--- config.mk ---
export PLATFORM = sky130hd
export DESIGN_NAME = div_sched
export DESIGN_NICKNAME = d
export VERILOG_FILES = /design/src/rtl/div_pkg.sv /design/src/rtl/div_iter_core.sv /design/src/rtl/div_sched.sv
export SDC_FILE = /design/constraint.sdc
export NUM_CORES = 1
export LEC_CHECK = 0
export CAP_MARGIN = 20
export CORE_AREA = 2 2 131 133
export DETAILED_ROUTE_END_ITERATION = 10
export DIE_AREA = 0 0 133 135
export PLACE_DENSITY = 0.81
export REMOVE_ABC_BUFFERS = 1
export SYNTH_ARGS = -nofsm -noshare
export SYNTH_HDL_FRONTEND = slang
export SYNTH_SLANG_ARGS = --single-unit
--- constraint.sdc ---
create_clock -name clk -period 11 [get_ports clk]
set_input_delay 1.1 -clock clk [delete_from_list [all_inputs] [get_ports clk]]
set_output_delay 1.1 -clock clk [all_outputs]
set_load 0.1 [all_outputs]
--- src/rtl/div_pkg.sv ---
// Shared definitions for the divider scheduler: word width, FSM states and
// the response record.
package div_pkg;

  localparam int WORD_W = 20;
  localparam int ID_W   = 2;

  typedef enum logic [1:0] {
    IDLE = 2'd0,
    RUN  = 2'd1,
    DONE = 2'd2
  } state_t;

  typedef struct packed {
    logic [ID_W-1:0]   id;
    logic [WORD_W-1:0] quotient;
    logic [WORD_W-1:0] remainder;
    logic              div_zero;
  } rsp_t;

endpackage

--- src/rtl/div_iter_core.sv ---
// Restoring shift-subtract unsigned divider, one quotient bit per clock.
// The first bit is resolved on the start edge, so done pulses WIDTH cycles later.
module div_iter_core
  import div_pkg::*;
#(
  parameter int WIDTH = WORD_W
) (
  input  logic             clk,
  input  logic             rst_n,
  input  logic             start,
  input  logic [WIDTH-1:0] dividend,
  input  logic [WIDTH-1:0] divisor,
  output logic             done,
  output logic [WIDTH-1:0] quotient,
  output logic [WIDTH-1:0] remainder
);

  localparam int CNT_W = $clog2(WIDTH + 1);

  logic [WIDTH-1:0]   rem_r;
  logic [WIDTH-1:0]   quo_r;
  logic [CNT_W-1:0]   cnt_r;
  logic               done_r;
  logic [2*WIDTH-1:0] step_s;

  // The shifted partial remainder carries one extra bit so the trial subtract cannot overflow.
  function automatic logic [2*WIDTH-1:0] div_step(input logic [WIDTH-1:0] rem,
                                                  input logic [WIDTH-1:0] quo,
                                                  input logic [WIDTH-1:0] dvs);
    logic [WIDTH:0]   sh;
    logic [WIDTH:0]   diff;
    logic [WIDTH-1:0] rem_n;
    logic             bit_q;
    sh   = {rem, quo[WIDTH-1]};
    diff = sh - {1'b0, dvs};
    if (diff[WIDTH]) begin
      rem_n = sh[WIDTH-1:0];
      bit_q = 1'b0;
    end else begin
      rem_n = diff[WIDTH-1:0];
      bit_q = 1'b1;
    end
    return {rem_n, quo[WIDTH-2:0], bit_q};
  endfunction

  // Next remainder/quotient pair: fresh operands on start, otherwise the running state.
  always_comb begin
    step_s = {(2*WIDTH){1'b0}};
    if (start) begin
      step_s = div_step({WIDTH{1'b0}}, dividend, divisor);
    end else begin
      step_s = div_step(rem_r, quo_r, divisor);
    end
  end

  // Iteration state and bit counter.
  always_ff @(posedge clk or negedge rst_n) begin
    if (!rst_n) begin
      rem_r  <= {WIDTH{1'b0}};
      quo_r  <= {WIDTH{1'b0}};
      cnt_r  <= {CNT_W{1'b0}};
      done_r <= 1'b0;
    end else begin
      done_r <= 1'b0;
      if (start) begin
        {rem_r, quo_r} <= step_s;
        cnt_r          <= CNT_W'(WIDTH - 1);
      end else if (cnt_r != {CNT_W{1'b0}}) begin
        {rem_r, quo_r} <= step_s;
        cnt_r          <= cnt_r - CNT_W'(1);
        done_r         <= (cnt_r == CNT_W'(1));
      end
    end
  end

  assign done      = done_r;
  assign quotient  = quo_r;
  assign remainder = rem_r;

endmodule

--- src/rtl/div_sched.sv ---
// Round-robin scheduler sharing one iterative divider among NREQ requesters,
// with a single tagged response channel.
module div_sched
  import div_pkg::*;
#(
  parameter int NREQ  = 4,
  parameter int WIDTH = WORD_W,
  parameter int IDW   = 2
) (
  input  logic                  clk,
  input  logic                  rst_n,
  input  logic [NREQ-1:0]       req_valid,
  output logic [NREQ-1:0]       req_ready,
  input  logic [NREQ*WIDTH-1:0] req_dividend,
  input  logic [NREQ*WIDTH-1:0] req_divisor,
  output logic                  rsp_valid,
  input  logic                  rsp_ready,
  output logic [IDW-1:0]        rsp_id,
  output logic [WIDTH-1:0]      rsp_quotient,
  output logic [WIDTH-1:0]      rsp_remainder,
  output logic                  rsp_div_zero,
  output logic                  busy
);

  state_t           state_r;
  logic [IDW-1:0]   ptr_r;
  logic [IDW-1:0]   id_r;
  logic [WIDTH-1:0] div_r;

  logic             gnt_found_s;
  logic [IDW-1:0]   gnt_idx_s;
  logic [IDW-1:0]   scan_idx_s;
  logic [IDW-1:0]   ptr_next_s;
  logic [NREQ-1:0]  ready_s;
  logic             accept_s;
  logic [WIDTH-1:0] sel_dividend_s;
  logic [WIDTH-1:0] sel_divisor_s;
  logic [WIDTH-1:0] core_divisor_s;
  logic             core_start_s;
  logic             core_done_s;
  logic [WIDTH-1:0] core_quotient_s;
  logic [WIDTH-1:0] core_remainder_s;

  // Round-robin grant: scanning downward lets the lowest offset from the pointer win.
  always_comb begin
    gnt_found_s = 1'b0;
    gnt_idx_s   = {IDW{1'b0}};
    scan_idx_s  = {IDW{1'b0}};
    for (int i = NREQ - 1; i >= 0; i--) begin
      scan_idx_s  = IDW'((int'(ptr_r) + i) % NREQ);
      gnt_found_s = gnt_found_s | req_valid[scan_idx_s];
      gnt_idx_s   = req_valid[scan_idx_s] ? scan_idx_s : gnt_idx_s;
    end
  end

  // Pointer advances past the granted requester, wrapping at NREQ.
  always_comb begin
    ptr_next_s = {IDW{1'b0}};
    if (int'(gnt_idx_s) == NREQ - 1) begin
      ptr_next_s = {IDW{1'b0}};
    end else begin
      ptr_next_s = gnt_idx_s + IDW'(1);
    end
  end

  // One-hot ready to the granted requester, only while idle and out of reset.
  always_comb begin
    ready_s = {NREQ{1'b0}};
    if (rst_n && (state_r == IDLE) && gnt_found_s) begin
      ready_s[gnt_idx_s] = 1'b1;
    end else begin
      ready_s = {NREQ{1'b0}};
    end
  end

  assign req_ready      = ready_s;
  assign accept_s       = (state_r == IDLE) && gnt_found_s;
  assign sel_dividend_s = req_dividend[int'(gnt_idx_s) * WIDTH +: WIDTH];
  assign sel_divisor_s  = req_divisor[int'(gnt_idx_s) * WIDTH +: WIDTH];
  assign core_start_s   = accept_s && (sel_divisor_s != {WIDTH{1'b0}});
  assign core_divisor_s = (state_r == IDLE) ? sel_divisor_s : div_r;
  assign busy           = (state_r != IDLE);

  div_iter_core #(
    .WIDTH (WIDTH)
  ) u_core (
    .clk       (clk),
    .rst_n     (rst_n),
    .start     (core_start_s),
    .dividend  (sel_dividend_s),
    .divisor   (core_divisor_s),
    .done      (core_done_s),
    .quotient  (core_quotient_s),
    .remainder (core_remainder_s)
  );

  // Scheduler FSM with operand/ID latches and the held response register.
  always_ff @(posedge clk or negedge rst_n) begin
    if (!rst_n) begin
      state_r       <= IDLE;
      ptr_r         <= {IDW{1'b0}};
      id_r          <= {IDW{1'b0}};
      div_r         <= {WIDTH{1'b0}};
      rsp_valid     <= 1'b0;
      rsp_id        <= {IDW{1'b0}};
      rsp_quotient  <= {WIDTH{1'b0}};
      rsp_remainder <= {WIDTH{1'b0}};
      rsp_div_zero  <= 1'b0;
    end else begin
      case (state_r)
        IDLE: begin
          if (accept_s) begin
            ptr_r <= ptr_next_s;
            id_r  <= gnt_idx_s;
            div_r <= sel_divisor_s;
            if (sel_divisor_s == {WIDTH{1'b0}}) begin
              state_r       <= DONE;
              rsp_valid     <= 1'b1;
              rsp_id        <= gnt_idx_s;
              rsp_quotient  <= {WIDTH{1'b1}};
              rsp_remainder <= sel_dividend_s;
              rsp_div_zero  <= 1'b1;
            end else begin
              state_r <= RUN;
            end
          end
        end
        RUN: begin
          if (core_done_s) begin
            state_r       <= DONE;
            rsp_valid     <= 1'b1;
            rsp_id        <= id_r;
            rsp_quotient  <= core_quotient_s;
            rsp_remainder <= core_remainder_s;
            rsp_div_zero  <= 1'b0;
          end
        end
        DONE: begin
          if (rsp_ready) begin
            rsp_valid <= 1'b0;
            state_r   <= IDLE;
          end
        end
        default: begin
          state_r   <= IDLE;
          rsp_valid <= 1'b0;
        end
      endcase
    end
  end

endmodule
# After elaboration in Yosys (flattened, before gate mapping)
# Index checks and enable logic that the tools add are counted.
# W data, S select, Z words.
# totals
register_bits	116
elab_cells	110
# classes
add_sub_neg	7
n_mul	1
order_cmp	6
eq_ne	8
shift	2
mux	54
bitwise_logic	3
reduce_logical	16
# op_table
op	n
$mux W20	13
$pmux W20 S2	2
$shiftx A80 B32 Y20	1
$shiftx A80 B8 Y20	1
$mux W40	1
$mux W2	12
$sub A1 B20 Y21	1
$sub A21 B20 Y21	1
$logic_not A20 Y1	1
$reduce_bool A20 Y1	1
$lt A2 B3 Y1 const B	5
$mux W1	14
$mux W5	2
$bmux W1 S2	4
$reduce_and A4 Y1	2
$pmux W2 S3	1
$reduce_bool A2 Y1	3
$eq A5 B1 Y1 const B	1
$logic_and A1 B1 Y1	5
$mul A2 B3 Y5 const B	1
$reduce_bool A5 Y1	1
$sub A5 B1 Y5 const B	1
$add A2 B1 Y2 const B	2
$add A2 B2 Y2 const B	2
14 further kinds	19

# Depth between registers and ports, before layout
# Gate-level depths: netlist (run 1).
# depth
depth_word	15
ltp_mapped	22
ltp_nobuf	18

# Hierarchy
# A second synthesis (run 1) with hierarchy kept.
# unflattened
hier_cells	850
area_unflattened_um2	8034.0
# modules_own_cells
module	n_inst	cells_each	area_each_um2	seq_area_each_um2
div_sched	1	457	4608.2	1751.7
div_iter_core	1	393	3425.8	1151.1

# Worst setup path after synthesis (run 1)
# No wires, ideal clock.
# synth_path
path_type	in2reg
startpoint	input port req_valid[0]
endpoint	register u_core.rem_r[18], in the netlist u_core.remainder[18]
setup_time_ps	96
arrival_time_ps	4836
required_ps	10904
path_slack_ps	6069
cell_stages	17
path_buffers	1
path_cell_list	and2_1 > o211a_1 > nor2_2 > buf_4 > mux2i_1 > nand2_1 > nand2_1 > ha_1 > inv_1 > fa_1 > a21o_1 > maj3_1 > a211oi_4 > o21ai_2 > a2111o_1 > a31o_1 > a311oi_2
# synth_between
elab_chain_len	14
elab_cells_between_ends	30
# synth_rtl
item	line	rtl
from (decl)	div_sched.sv:12	input logic [NREQ-1:0] req_valid,
$bmux W1 S2	div_sched.sv:51, div_sched.sv:52	
$mux W1 (implied by the code)	div_sched.sv:51, div_sched.sv:52	
$mux W2 (4 in series)	div_sched.sv:52	gnt_idx_s = req_valid[scan_idx_s] ? scan_idx_s : gnt_idx_s;
$mul A2 B3 Y5	div_sched.sv:78, div_sched.sv:79	
$shiftx A80 B8 Y20	div_sched.sv:79	assign sel_divisor_s = req_divisor[int'(gnt_idx_s) * WIDTH +: WIDTH];
$mux W20	div_sched.sv:81	assign core_divisor_s = (state_r == IDLE) ? sel_divisor_s : div_r;
$sub A21 B20 Y21 or $sub A1 B20 Y21 (tied branches)	div_iter_core.sv:35	diff = sh - {1'b0, dvs};
$mux W20	div_iter_core.sv:36	if (diff[WIDTH]) begin
$mux W40	div_iter_core.sv:49	if (start) begin
$mux W20	div_iter_core.sv:68	end else if (cnt_r != {CNT_W{1'b0}}) begin
$mux W20	div_iter_core.sv:65	if (start) begin
to (signal assigned)	div_iter_core.sv:59	rem_r <= {WIDTH{1'b0}};
to (signal assigned)	div_iter_core.sv:66	{rem_r, quo_r} <= step_s;
to (signal assigned)	div_iter_core.sv:69	{rem_r, quo_r} <= step_s;
to (decl)	div_iter_core.sv:20	logic [WIDTH-1:0] rem_r;
# Parallel ways exist; a longest one is shown, timed or not. The select of a mux whose other input is x is not followed.
# A chain may end at the register's enable or synchronous reset.

# Worst setup path in the final report (run 1)
# layout_path
startpoint	input port req_valid[1]
endpoint	register u_core.rem_r[13], in the netlist u_core.remainder[13]
# The elaborated chain is that of the path after synthesis.

==> results.txt, run 1 <==
Total grt overflow -> 0
Seq/Total Area, Yosys -> 0.358
Setup TNS -> 0 ns
WS Path Type -> in2reg
Root buf cell -> clkbuf_16
Latest clock arrival within the worst-skew pair -> 0.43 ns
Mapped Area -> 8110 um2
Fin cells -> 1381
Worst path most repeated cell -> mux2i_1
WP data arrival -> 6.22 ns
Die Y-Extent -> 135 um
GPL Wtd Cong -> 0.972
Initial Utilization -> 0.494
Warnings from Yosys -> 0
Slew @ Worst Pin -> 1.04 ns
RSZ-0062 raised after global routing -> false
Post-CTS Hold Buffers -> 0
Final Hold Viols -> 0
Type of origin of the critical path -> input port
GRT Resource Usage Total -> 0.258
Hold Crit Class -> reg2reg
Status -> finished clean
Worst path max stage delay -> 0.49 ns
Clk slew on worst S/H paths -> 0.05 ns
Worst EP required -> 11.32 ns
Dpl hpwl -> 16500 um
# rows -> 47
Flops & latches, synth -> 116
Final Max Tran Viols -> 0
# IOs -> 216
Via count -> 7652
Most frequent cells in the layout -> nand2_1 (245), clkdlybuf4s50_1 (214), mux2i_1 (125)
TritonCTS Buffers -> 17
Critical path endpoint category -> register
CP Depth -> 15
Placed insts -> 1352
Startpoint of the worst hold path -> div_r[14]
First-pass GRT wire length -> 37100 um
Top cells by area, synth -> dfrtp_1 (36%), mux2i_1 (15%), nand2_1 (11%), o21ai_0 (4.8%), ha_1 (4.2%)
Final #Nets -> 1347
Die ar. -> 18000 um2
Drt first pass iters -> 5
Core Util, Final -> 0.665
Final Total Pwr -> 4.14 mW
Power Density -> 379 nW/um2
CTS tree -> done
Initial antenna violation count -> 0
Slew HR -> 0.302
Max VDD drop -> 228 uV
Vias per cell -> 5.54
Post-synth EDFFs -> 0
Port bufs -> 215
Top FF cell, synth -> dfrtp_1
Final Setup Violations -> 0
Largest net degree at the start of global routing -> 85
Initial DRC count -> 429
CORE AREA -> 16400 um2
CP Buf/Inv Count -> 4
Reg2Reg Depth -> 14
Max-cap viol count -> 0
Area Overhead vs Synth -> 34.6%
Hold depth -> 2
Clock skew -> 0.00858 ns
Critical path's top delay family -> buffers and inverters
Share of post-route cells with drive strength above 1 -> 0.0525
Most common cell after layout, fill and taps aside -> nand2_1
H-Tree Depth -> 4
Post-layout min period -> 5.91 ns
Unique masters post-synth -> 77
Cell taking the most area after synthesis -> dfrtp_1
Vias in the first global route -> 7427
Routed wire length -> 23000 um
Pleak -> 5.10 nW
DRC Markers -> 0
Top cell type's share of synthesized area -> 0.358
Syn avg cell area -> 8.37 um2
Synth Instances -> 969
# clock sinks -> 116
Max FO, Critical Path -> 82
Crit path from -> req_valid[1]
Fmax -> 0.169 GHz
Start of the worst register-to-register path -> ptr_r[1]
Postcts setup bufs -> 0
Worst-case clock buffer depth -> 2
Avg WL per Cell -> 16.7 um
Fillers -> 1355
Final worst path period share -> 0.537
Antenna diode count -> 0
Async SR Flop Fraction -> 1.00
Final antenna-violating net count -> 0
Die width -> 133 um
Post-CTS Resized -> 0
Crit-path cells -> clkdlybuf4s50_1 > mux2_4 > o221a_2 > buf_12 > inv_8 > mux2i_1 > mux2i_1 > nor4_1 > nand3_1 > o21a_2 > buf_4 > nand2b_1 > o21a_1 > and2_1 > a311oi_1
CP max stage cell -> clkdlybuf4s50_1
-- sequential cells by signal (all words and copies together) (netlist names) --
register          flops
div_r                20
u_core.quotient      20
u_core.remainder     20
rsp_quotient         20
ptr_r                 2
rsp_remainder        20
id_r                  2
state_r               2
rsp_valid             1
u_core.done           1
u_core.cnt_r          5
rsp_div_zero          1
rsp_id                2
-- area by class of cell --
type	instances	area, um2	share of cell area
clock inverters	4	72.6	0.00665
inverters	22	90.1	0.00825
well taps	220	275	0.0252
multi-input cells	772	4850	0.444
clock buffers	24	502	0.0460
flip-flops and latches	116	2900	0.266
repair buffers	223	2220	0.204
-- routing by layer --
| layer | global-route usage | share of wire |
|---|---|---|
| met3 | 0.0612 | 0.060 |
| met4 | 0.0777 | 0.014 |
| met2 | 0.425 | 0.48 |
| met1 | 0.340 | 0.45 |
| met5 | 0 | 0 |
-- cell usage after synthesis, drive strengths merged (6+ instances only) --
cell	n
buf	15
xor2	6
inv	22
mux2i	125
a211oi	13
a21oi	19
nor3	13
and3	30
nor4	11
nand2b	8
a311oi	6
clkbuf	44
a21o	9
ha	27
and2	7
dfrtp	116
nand2	248
o21ai	81
nand3	12
xnor2	10
a31oi	25
nor2	56
-- worst min-delay path, cell delays in order, from the launching register on --
cell and delay, ns:
dfrtp_1 0.33, nand2_1 0.05, nand2_1 0.06
-- power breakdown --
group,switching [mW],leakage [nW],internal (mW)
Sequential,0.176,1.43,0.647
Combinational,1.80,3.40,0.965
Clock,0.187,0.280,0.357
-- logic make-up after synthesis --
kind of cell             Yosys count  share of synthesized area
XOR/XNOR                          16                     0.0173
buffers and inverters             81                     0.0452
flip-flops                       116                      0.358
AND/OR/NAND/NOR                  403                      0.217
multiplexers                     127                      0.158
adder cells (fa/ha/maj)           30                     0.0466
AO/OA/AOI/OAI                    196                      0.158
-- metrics by stage --
step	setup slack [ns]	area [um2]	hold slack, ns
after floorplan	5.24	7830	0.438
after global placement	4.44	10300	0.451
after detailed placement	4.31	10300	0.456
after CTS	4.75	10900	0.475
after global routing	4.58	10900	0.495
final	5.09	10900	0.475
-- final timing paths --
path | end | slack (ns)
worst max-delay path | u_core.remainder[13] | 5.09
worst min-delay path | div_r[14] | 0.47
worst max register to register | u_core.remainder[13] | 5.78
worst min register to register | div_r[14] | 0.47
max in group asynchronous | rsp_quotient[18] | 8.95
min in group asynchronous | rsp_remainder[19] | 0.69
(Power assumes the default switching activity.)
==> run 2: changes to the inputs <==
==> constraint.sdc (replaced) <==
create_clock -name clk -period 6 [get_ports clk]
set_input_delay 0.6 -clock clk [delete_from_list [all_inputs] [get_ports clk]]
set_output_delay 0.6 -clock clk [all_outputs]
set_load 0.1 [all_outputs]
==> results.txt, run 2 (synthesis gave the netlist of run 1 again) <==
Hold slack -> 0.474 ns
Routing usage on met3 -> 0.0567
RSZ-0062 raised after global routing -> false
DRC Markers -> 0
Initial DRC count -> 459
GRT Resource Usage Total -> 0.257
First-pass GRT wire length -> 37100 um
# clock sinks -> 116
Worst-case clock buffer depth -> 2
WP data arrival -> 5.46 ns
Share of post-route cells with drive strength above 1 -> 0.0539
GR Util met1 -> 0.344
Max FO, Critical Path -> 46
Start of the worst register-to-register path -> ptr_r[1]
R2R setup slack -> 1.18 ns
Latest clock arrival within the worst-skew pair -> 0.42 ns
# IOs -> 216
H-Tree Depth -> 4
Max-cap viol count -> 0
Initial Utilization -> 0.494
Clock skew -> 0.00886 ns
Root buf cell -> clkbuf_16
Critical path endpoint category -> register
Initial antenna violation count -> 0
TritonCTS Buffers -> 17
Post-layout min period -> 5.13 ns
Status -> finished clean
GRT busiest layer -> met2
Final #Nets -> 1353
CTS tree -> done
Final Setup Violations -> 0
Worst EP required -> 6.33 ns
Die Y-Extent -> 135 um
Hold Path Sink -> rsp_remainder[13]
Routed wire length -> 22600 um
Vias in the first global route -> 7393
Post-CTS Resized -> 0
Reg2Reg Depth -> 17
Place WS -> 0.571 ns
Slew @ Worst Pin -> 1.04 ns
Final Max Tran Viols -> 0
Hold depth -> 2
Fmax -> 0.195 GHz
# rows -> 47
Via count -> 7652
Global Route met2 Usage -> 0.418
Avg WL per Cell -> 16.3 um
Port bufs -> 215
WS Path Type -> in2reg
Final antenna-violating net count -> 0
Setup TNS -> 0 ns
Clk slew on worst S/H paths -> 0.05 ns
GPL Wtd Cong -> 0.974
Slew HR -> 0.302
Final Hold Viols -> 0
Total grt overflow -> 0
Startpoint of the worst hold path -> rsp_remainder[13]
Die width -> 133 um
Dpl hpwl -> 16900 um
CORE AREA -> 16400 um2
Antenna diode count -> 0
Final worst setup slack -> 0.871 ns
Type of origin of the critical path -> input port
Vias per cell -> 5.51
R2R Path End -> u_core.remainder[19]
Most frequent cells in the layout -> nand2_1 (245), clkdlybuf4s50_1 (214), mux2i_1 (125)
Final worst path period share -> 0.855
Hold Crit Class -> reg2reg
Area Overhead vs Synth -> 34.7%
Largest net degree at the start of global routing -> 81
Core Util, Final -> 0.666
Die ar. -> 18000 um2
Drt first pass iters -> 5
Most common cell after layout, fill and taps aside -> nand2_1
[run 2: cell count changes in the layout (fill, tap and decap cells not counted)]
cell,change
buf_12,-1
clkbuf_1,+5
clkbuf_8,-4
dlygate4sd3_1,+1
clkinv_2,+1
buf_4,+6
[run 2: routing by layer]
layer / up-vias / share of wire / wire length [um]
met5: - / 0 / 0
met4: 0 / 0.021 / 469
met3: 31 / 0.067 / 1530
met1: 3557 / 0.45 / 10100
li1: 3786 / - / -
met2: 278 / 0.46 / 10500
[run 2: critical path, stage by stage]
cell and delay, ns:
clkdlybuf4s50_1 0.56, a21boi_0 0.20, o221a_2 0.29, buf_4 0.49
mux2i_1 0.25, mux2i_1 0.13, nand2_1 0.11, nand2_1 0.09
ha_1 0.19, inv_1 0.08, a21o_1 0.11, a21o_1 0.15
o21ai_0 0.08, o41ai_1 0.61, o211ai_1 0.26, nand3_1 0.21
a21oi_1 0.12, o311ai_0 0.49, mux2i_1 0.19, a211oi_2 0.24
[run 2: how the worst max path moves through the flow]
stage            startpoint                    to
2_1_floorplan  req_valid[1]  u_core.remainder[18]
3_3_place_gp   req_valid[1]  u_core.remainder[18]
3_5_place_dp   req_valid[1]   u_core.remainder[6]
4_1_cts        req_valid[1]  u_core.remainder[19]
5_1_grt        req_valid[1]  u_core.remainder[19]
6_report       req_valid[1]  u_core.remainder[19]
[run 2: area by class of cell]
| cell class | count | area, um2 |
|---|---|---|
| fillers | 1349 | 5490 |
| multi-input cells | 772 | 4850 |
| flip-flops and latches | 116 | 2900 |
| repair buffers | 229 | 2260 |
| clock buffers | 25 | 465 |
| well taps | 220 | 275 |
| inverters | 22 | 90.1 |
| clock inverters | 5 | 77.6 |
[run 2: repair_timing]
item,CTS,global route
hold buffers,1,0
setup buffers,0,0
hold endpoints to repair,2,0
[run 2: through the flow]
stage	cell area, um2	std cells
6_report	10900	1389
5_1_grt	10900	1389
4_1_cts	10900	1389
3_5_place_dp	10400	1358
3_3_place_gp	10400	1358
2_1_floorplan	7830	910
Power of run 2 is not shown: default switching activity piles up to over one toggle a cycle in this logic, so the estimate is an artifact.
==> RTL change 1, RTL diff (flow settings as in run 1) <==
Set the parameter `IDW` to 4 (it was 2).
--- a/src/rtl/div_sched.sv
+++ b/src/rtl/div_sched.sv
@@ -7,3 +7,3 @@
   parameter int WIDTH = WORD_W,
-  parameter int IDW   = 2
+  parameter int IDW   = 4
 ) (
Interface: changed (resized rsp_id); port bits go from 216 to 218. The function was not compared with the original's and may differ.
==> RTL change 1 against run 1 <==
  * Cell count grew 1.9%
  * Critical path depth is 10 higher
  * Synthesized area shrank 4.2%
  * Final area down 3.3%
  * Sequential cell count is the same
  * Total power down 4.0%
  * Routed wire length decreased by 3.5%
  * Setup slack got worse by 0.50 ns
  * Critical endpoint is now u_core.remainder[17]
  * Largest power group unchanged
  * Highest routed layer unchanged
==> RTL change 1: results (changes against run 1) <==
\begin{tabular}{lr}
\hline
Metric & Value \\
\hline
\multicolumn{2}{l}{\textbf{Global routing}} \\
Number of global-route vias before repair & 7,627 (+2.7\%) \\
Global routing met3 resource utilization & 5.743\% (-0.38 points) \\
Fraction of met1 tracks used by global routing & 31.44\% (-2.6 points) \\
Pin count of the biggest net entering global routing & 82 (-3.5\%) \\
All-layer global routing usage & 25.57\% (-0.25 points) \\
Wire length of the first global-routing pass & 37,160 um (about the same) \\
\multicolumn{2}{l}{\textbf{Setup path}} \\
Worst-path cell with the longest stage delay & sky130\_fd\_sc\_hd\_\_buf\_4 \\
Largest stage delay on the critical path & 0.63 ns (+0.14 ns) \\
Arrival time worst endpoint & 6.73 ns (+0.51 ns) \\
Number of cells on the worst reg-to-reg path & 24 (+10) \\
Highest fanout seen on the critical path & 81 (-1.2\%) \\
\multicolumn{2}{l}{\textbf{Drt}} \\
Routed via count & 7,682 (+0.39\%) \\
\multicolumn{2}{l}{\textbf{Power}} \\
Leak & 4.716 nW (-7.6\%) \\
Worst IR Drop VDD & 210.2 uV (-7.7\%) \\
\multicolumn{2}{l}{\textbf{Logic synthesis}} \\
Cells taking the most area after synthesis & sky130\_fd\_sc\_hd\_\_dfrtp\_1 37\%, sky130\_fd\_sc\_hd\_\_nand2\_1 14\%, sky130\_fd\_sc\_hd\_\_o21ai\_0 5.2\%, sky130\_fd\_sc\_hd\_\_mux2i\_1 4.4\%, sky130\_fd\_sc\_hd\_\_ha\_1 4.3\% \\
Post-synth top cells & 281 x sky130\_fd\_sc\_hd\_\_nand2\_1, 116 x sky130\_fd\_sc\_hd\_\_dfrtp\_1, 81 x sky130\_fd\_sc\_hd\_\_o21ai\_0, 72 x sky130\_fd\_sc\_hd\_\_nor2\_1, 47 x sky130\_fd\_sc\_hd\_\_clkbuf\_1 \\
Share of the yosys chip area belonging to registers & 37.36\% (+1.6 points) \\
Number of distinct library cell variants in the gate-level netlist after synthesis & 57 (-26\%) \\
\multicolumn{2}{l}{\textbf{Run status}} \\
Result of the run & finished clean \\
\multicolumn{2}{l}{\textbf{Finish}} \\
Layout cell share with drive strength beyond 1 & 5.139\% (-0.12 points) \\
Count of filler cells inserted in the layout & 1,390 (+2.6\%) \\
NumNets Final & 1,370 (+1.7\%) \\
\multicolumn{2}{l}{\textbf{Timing}} \\
Worst slew pin tran & 1.085 ns (+0.04168 ns) \\
\multicolumn{2}{l}{\textbf{Placed design}} \\
Final weighted congestion in routability-driven placement & 0.9203 (-5.3\%) \\
Area of placed instances & 0.009978 sq mm (-3.3\%) \\
HPWL after detailed placement & 15,720 um (-4.7\%) \\
\hline
\end{tabular}
## RTL change 1: power by group
group,switching (W),internal [W],leakage (nW)
registers,0.000166,0.000630,1.33
clock network,0.000199,0.000331,0.278
logic,0.00168,0.000968,3.11
total,0.00204,0.00193,4.72
## RTL change 1: routing by layer
metal	wire length, um	part of all wire, %	up-vias
li1	-	-	3825
met3	1150	5.2	37
met2	11270	51	225
met5	0	0	-
met1	9391	42	3595
met4	404	1.8	0
## RTL change 1: layout make-up
type	count	area share (%)
tap	220	2.606
clock buffer	22	4.585
inverter	16	0.5687
sequential	116	27.48
multi-input combinational	801	42.97
timing repair buffer	223	21.04
clock inverter	9	0.7464
## RTL change 1: kinds of logic after synthesis
kind of cell | Yosys count | share of synthesized area, %
buffers and inverters | 86 | 4.573
AND/OR/NAND/NOR | 449 | 24.59
adder cells (fa/ha/maj) | 29 | 4.750
AO/OA/AOI/OAI | 261 | 21.18
flip-flops | 116 | 37.36
multiplexers | 40 | 5.250
XOR/XNOR | 20 | 2.254
other | 1 | 0.04826
## RTL change 1: metrics by stage
step                total power [W]  hold slack [ns]  util (%)  setup slack, ns  cells
floorplan                  0.002767           0.4418         -            3.710    933
global placement           0.003359           0.4604     60.82            4.340   1375
detailed placement         0.003419           0.4703     60.82            4.181   1375
CTS                        0.003966           0.4837     64.25            4.627   1406
global route               0.004283           0.4979     64.37            4.073   1407
finish                     0.003971           0.4810     64.37            4.597   1407
## RTL change 1: worst min-delay path by stage
stage	cells after the start	start	end	slack, ns
2_1_floorplan	2	div_r[3]	div_r[3]	0.44
3_3_place_gp	1	rsp_valid	rsp_valid	0.46
3_5_place_dp	2	div_r[1]	div_r[1]	0.47
4_1_cts	2	div_r[1]	div_r[1]	0.48
5_1_grt	1	rsp_quotient[10]	rsp_quotient[10]	0.50
6_report	2	rsp_remainder[19]	rsp_remainder[19]	0.48
## RTL change 1: worst reg2reg max path: cells and delay by family (launching register included)
| kind | cells | cell delay, ns |
|---|---|---|
| AO/OA/AOI/OAI | 12 | 2.25 |
| multiplexers | 2 | 0.43 |
| flip-flops | 1 | 0.46 |
| AND/OR/NAND/NOR | 6 | 0.62 |
| adder cells (fa/ha/maj) | 1 | 0.29 |
| buffers and inverters | 3 | 1.53 |
==> RTL change 2, RTL diff (settings of run 1) <==
Without the edit above. Reset style: synchronous (`rst_n`), changed in 2 clocked blocks.
--- a/src/rtl/div_iter_core.sv
+++ b/src/rtl/div_iter_core.sv
@@ -56,3 +56,3 @@
   // Iteration state and bit counter.
-  always_ff @(posedge clk or negedge rst_n) begin
+  always_ff @(posedge clk) begin
     if (!rst_n) begin
--- a/src/rtl/div_sched.sv
+++ b/src/rtl/div_sched.sv
@@ -97,3 +97,3 @@
   // Scheduler FSM with operand/ID latches and the held response register.
-  always_ff @(posedge clk or negedge rst_n) begin
+  always_ff @(posedge clk) begin
     if (!rst_n) begin
Function: differs if rst_n is asserted again (counterexample within 4 cycles, from zero or initial values and one cycle with rst_n low); with rst_n held inactive, the same outputs for 4 cycles.
==> RTL change 2 against run 1 <==
  * Routed wire length rose by 14%
  * Sequential cell count unchanged
  * Total power decreased by 13%
  * Register-to-register slack worse by 0.41 ns
  * Final area is 0.24% higher
  * Synthesized area hardly changed
  * Fmax is 9.3% lower
  * Setup slack worse by 0.61 ns
==> RTL change 2: results (changes against run 1) <==
\begin{tabular}{lr}
\hline
Metric & Value \\
\hline
\multicolumn{2}{l}{\textbf{Logic synthesis}} \\
Adder and majority cell fraction of the synthesized area & 4.534\% (-0.13 points) \\
Share of the synthesized netlist area taken by xor and xnor gates & 1.295\% (-0.43 points) \\
Multiplexer share of the synthesized area & 1.958\% (-14 points) \\
Synthesized-area fraction occupied by ao, oa, aoi and oai cells & 28.14\% (+12 points) \\
Number of distinct library cell variants in the gate-level netlist after synthesis & 67 (-13\%) \\
Share of the yosys chip area belonging to registers & 28.62\% (-7.2 points) \\
Post-synth top cells & 234 x sky130\_fd\_sc\_hd\_\_nand2\_1, 134 x sky130\_fd\_sc\_hd\_\_nor2\_1, 116 x sky130\_fd\_sc\_hd\_\_dfxtp\_1, 77 x sky130\_fd\_sc\_hd\_\_a21oi\_1, 58 x sky130\_fd\_sc\_hd\_\_clkbuf\_1 \\
Synth async-reset ratio & 0\% (-100 points) \\
\multicolumn{2}{l}{\textbf{Setup path}} \\
Worst R2R Setup Slack & 5.37 ns (-0.41 ns) \\
Highest fanout seen on the critical path & 70 (-15\%) \\
Number of cells on the worst reg-to-reg path & 19 (+5) \\
\multicolumn{2}{l}{\textbf{Drt}} \\
Routed via count & 9,196 (+20\%) \\
DRT Pass-1 Iters & 7 (+2) \\
Mean routed wirelength per cell & 17.17 um (+2.9\%) \\
\multicolumn{2}{l}{\textbf{Placed design}} \\
HPWL after detailed placement & 18,760 um (+14\%) \\
Worst slack at placement & 4.163 ns (-0.1427 ns) \\
Area of placed instances & 0.01030 sq mm (-0.22\%) \\
Final weighted congestion in routability-driven placement & 0.9684 (-0.35\%) \\
\multicolumn{2}{l}{\textbf{Global routing}} \\
Number of global-route vias before repair & 8,420 (+13\%) \\
All-layer global routing usage & 28.67\% (+2.9 points) \\
\multicolumn{2}{l}{\textbf{Finish}} \\
NumNets Final & 1,495 (+11\%) \\
Count of filler cells inserted in the layout & 1,436 (+6.0\%) \\
\multicolumn{2}{l}{\textbf{Power}} \\
Worst IR Drop VDD & 231.8 uV (+1.8\%) \\
\multicolumn{2}{l}{\textbf{Timing}} \\
Worst Skew & 0.01207 ns (+0.003496 ns) \\
Relative slew slack & 30.92\% (+0.69 points) \\
\multicolumn{2}{l}{\textbf{Run status}} \\
Result of the run & finished clean \\
\multicolumn{2}{l}{\textbf{Min path}} \\
Min-Delay Endpoint & div\_r[13] \\
Hold Startpoint & div\_r[13] \\
\hline
\end{tabular}
==> RTL change 2: layout make-up <==
type	count	area (sq um)	share of cell area, %
Multi-Input combinational cell	919	5385	49.21
Sequential cell	116	2322	21.22
Timing Repair Buffer	230	2277	20.81
Clock buffer	19	442.9	4.048
Tap cell	220	275.3	2.515
Clock inverter	13	180.2	1.646
Inverter	16	60.06	0.5488
==> RTL change 2: layer usage <==
metal | part of all wire, % | vias up | global-route usage (%) | wire length [um]
met1 | 42 | 4286 | 37.00 | 11170
met3 | 6.5 | 69 | 4.580 | 1702
met5 | 0 | - | 0 | 0
li1 | - | 4465 | - | -
met4 | 2.9 | 0 | 11.35 | 774
met2 | 48 | 376 | 48.13 | 12670
==> RTL change 2: worst max path at each step <==
stage,startpoint,to,slack [ns],cells past startpoint
2_1_floorplan,req_valid[1],rsp_id[0],1.75,12
3_3_place_gp,req_valid[1],u_core.remainder[19],4.33,21
3_5_place_dp,req_valid[1],u_core.remainder[19],4.16,21
4_1_cts,req_valid[3],u_core.remainder[19],4.58,21
5_1_grt,req_valid[1],u_core.remainder[19],3.97,21
6_report,req_valid[3],u_core.remainder[19],4.49,21
==> RTL change 2: through the flow <==
step | hold WS (ns) | instances
after detailed placement | 0.4537 | 1500
after CTS | 0.4542 | 1532
after global placement | 0.4386 | 1500
after global routing | 0.4827 | 1533
final | 0.4527 | 1533
after floorplan | 0.4317 | 1051
==> RTL change 2: report_power, final <==
| group | leakage [nW] | switching, W | internal [W] |
|---|---|---|---|
| logic | 3.13 | 0.00151 | 0.000814 |
| registers | 0.957 | 0.000132 | 0.000563 |
| clock network | 0.300 | 0.000206 | 0.000384 |
==> RTL change 2: worst max-delay path: stages <==
cell	delay, ns
sky130_fd_sc_hd__clkdlybuf4s50_1	0.51
sky130_fd_sc_hd__nor2_1	0.16
sky130_fd_sc_hd__nor4b_2	0.92
sky130_fd_sc_hd__nor2_4	0.03
sky130_fd_sc_hd__inv_2	0.07
sky130_fd_sc_hd__buf_4	0.58
sky130_fd_sc_hd__a211oi_1	0.17
sky130_fd_sc_hd__a31o_2	0.28
sky130_fd_sc_hd__nor2_1	0.09
sky130_fd_sc_hd__a21oi_1	0.06
sky130_fd_sc_hd__ha_1	0.34
sky130_fd_sc_hd__a21o_1	0.19
sky130_fd_sc_hd__and2_1	0.18
sky130_fd_sc_hd__a221oi_1	0.33
sky130_fd_sc_hd__o21ai_0	0.15
sky130_fd_sc_hd__a221oi_1	0.34
sky130_fd_sc_hd__a21oi_1	0.20
sky130_fd_sc_hd__a221oi_2	0.28
sky130_fd_sc_hd__buf_4	0.33
sky130_fd_sc_hd__a2111oi_0	0.11
sky130_fd_sc_hd__or3_1	0.38
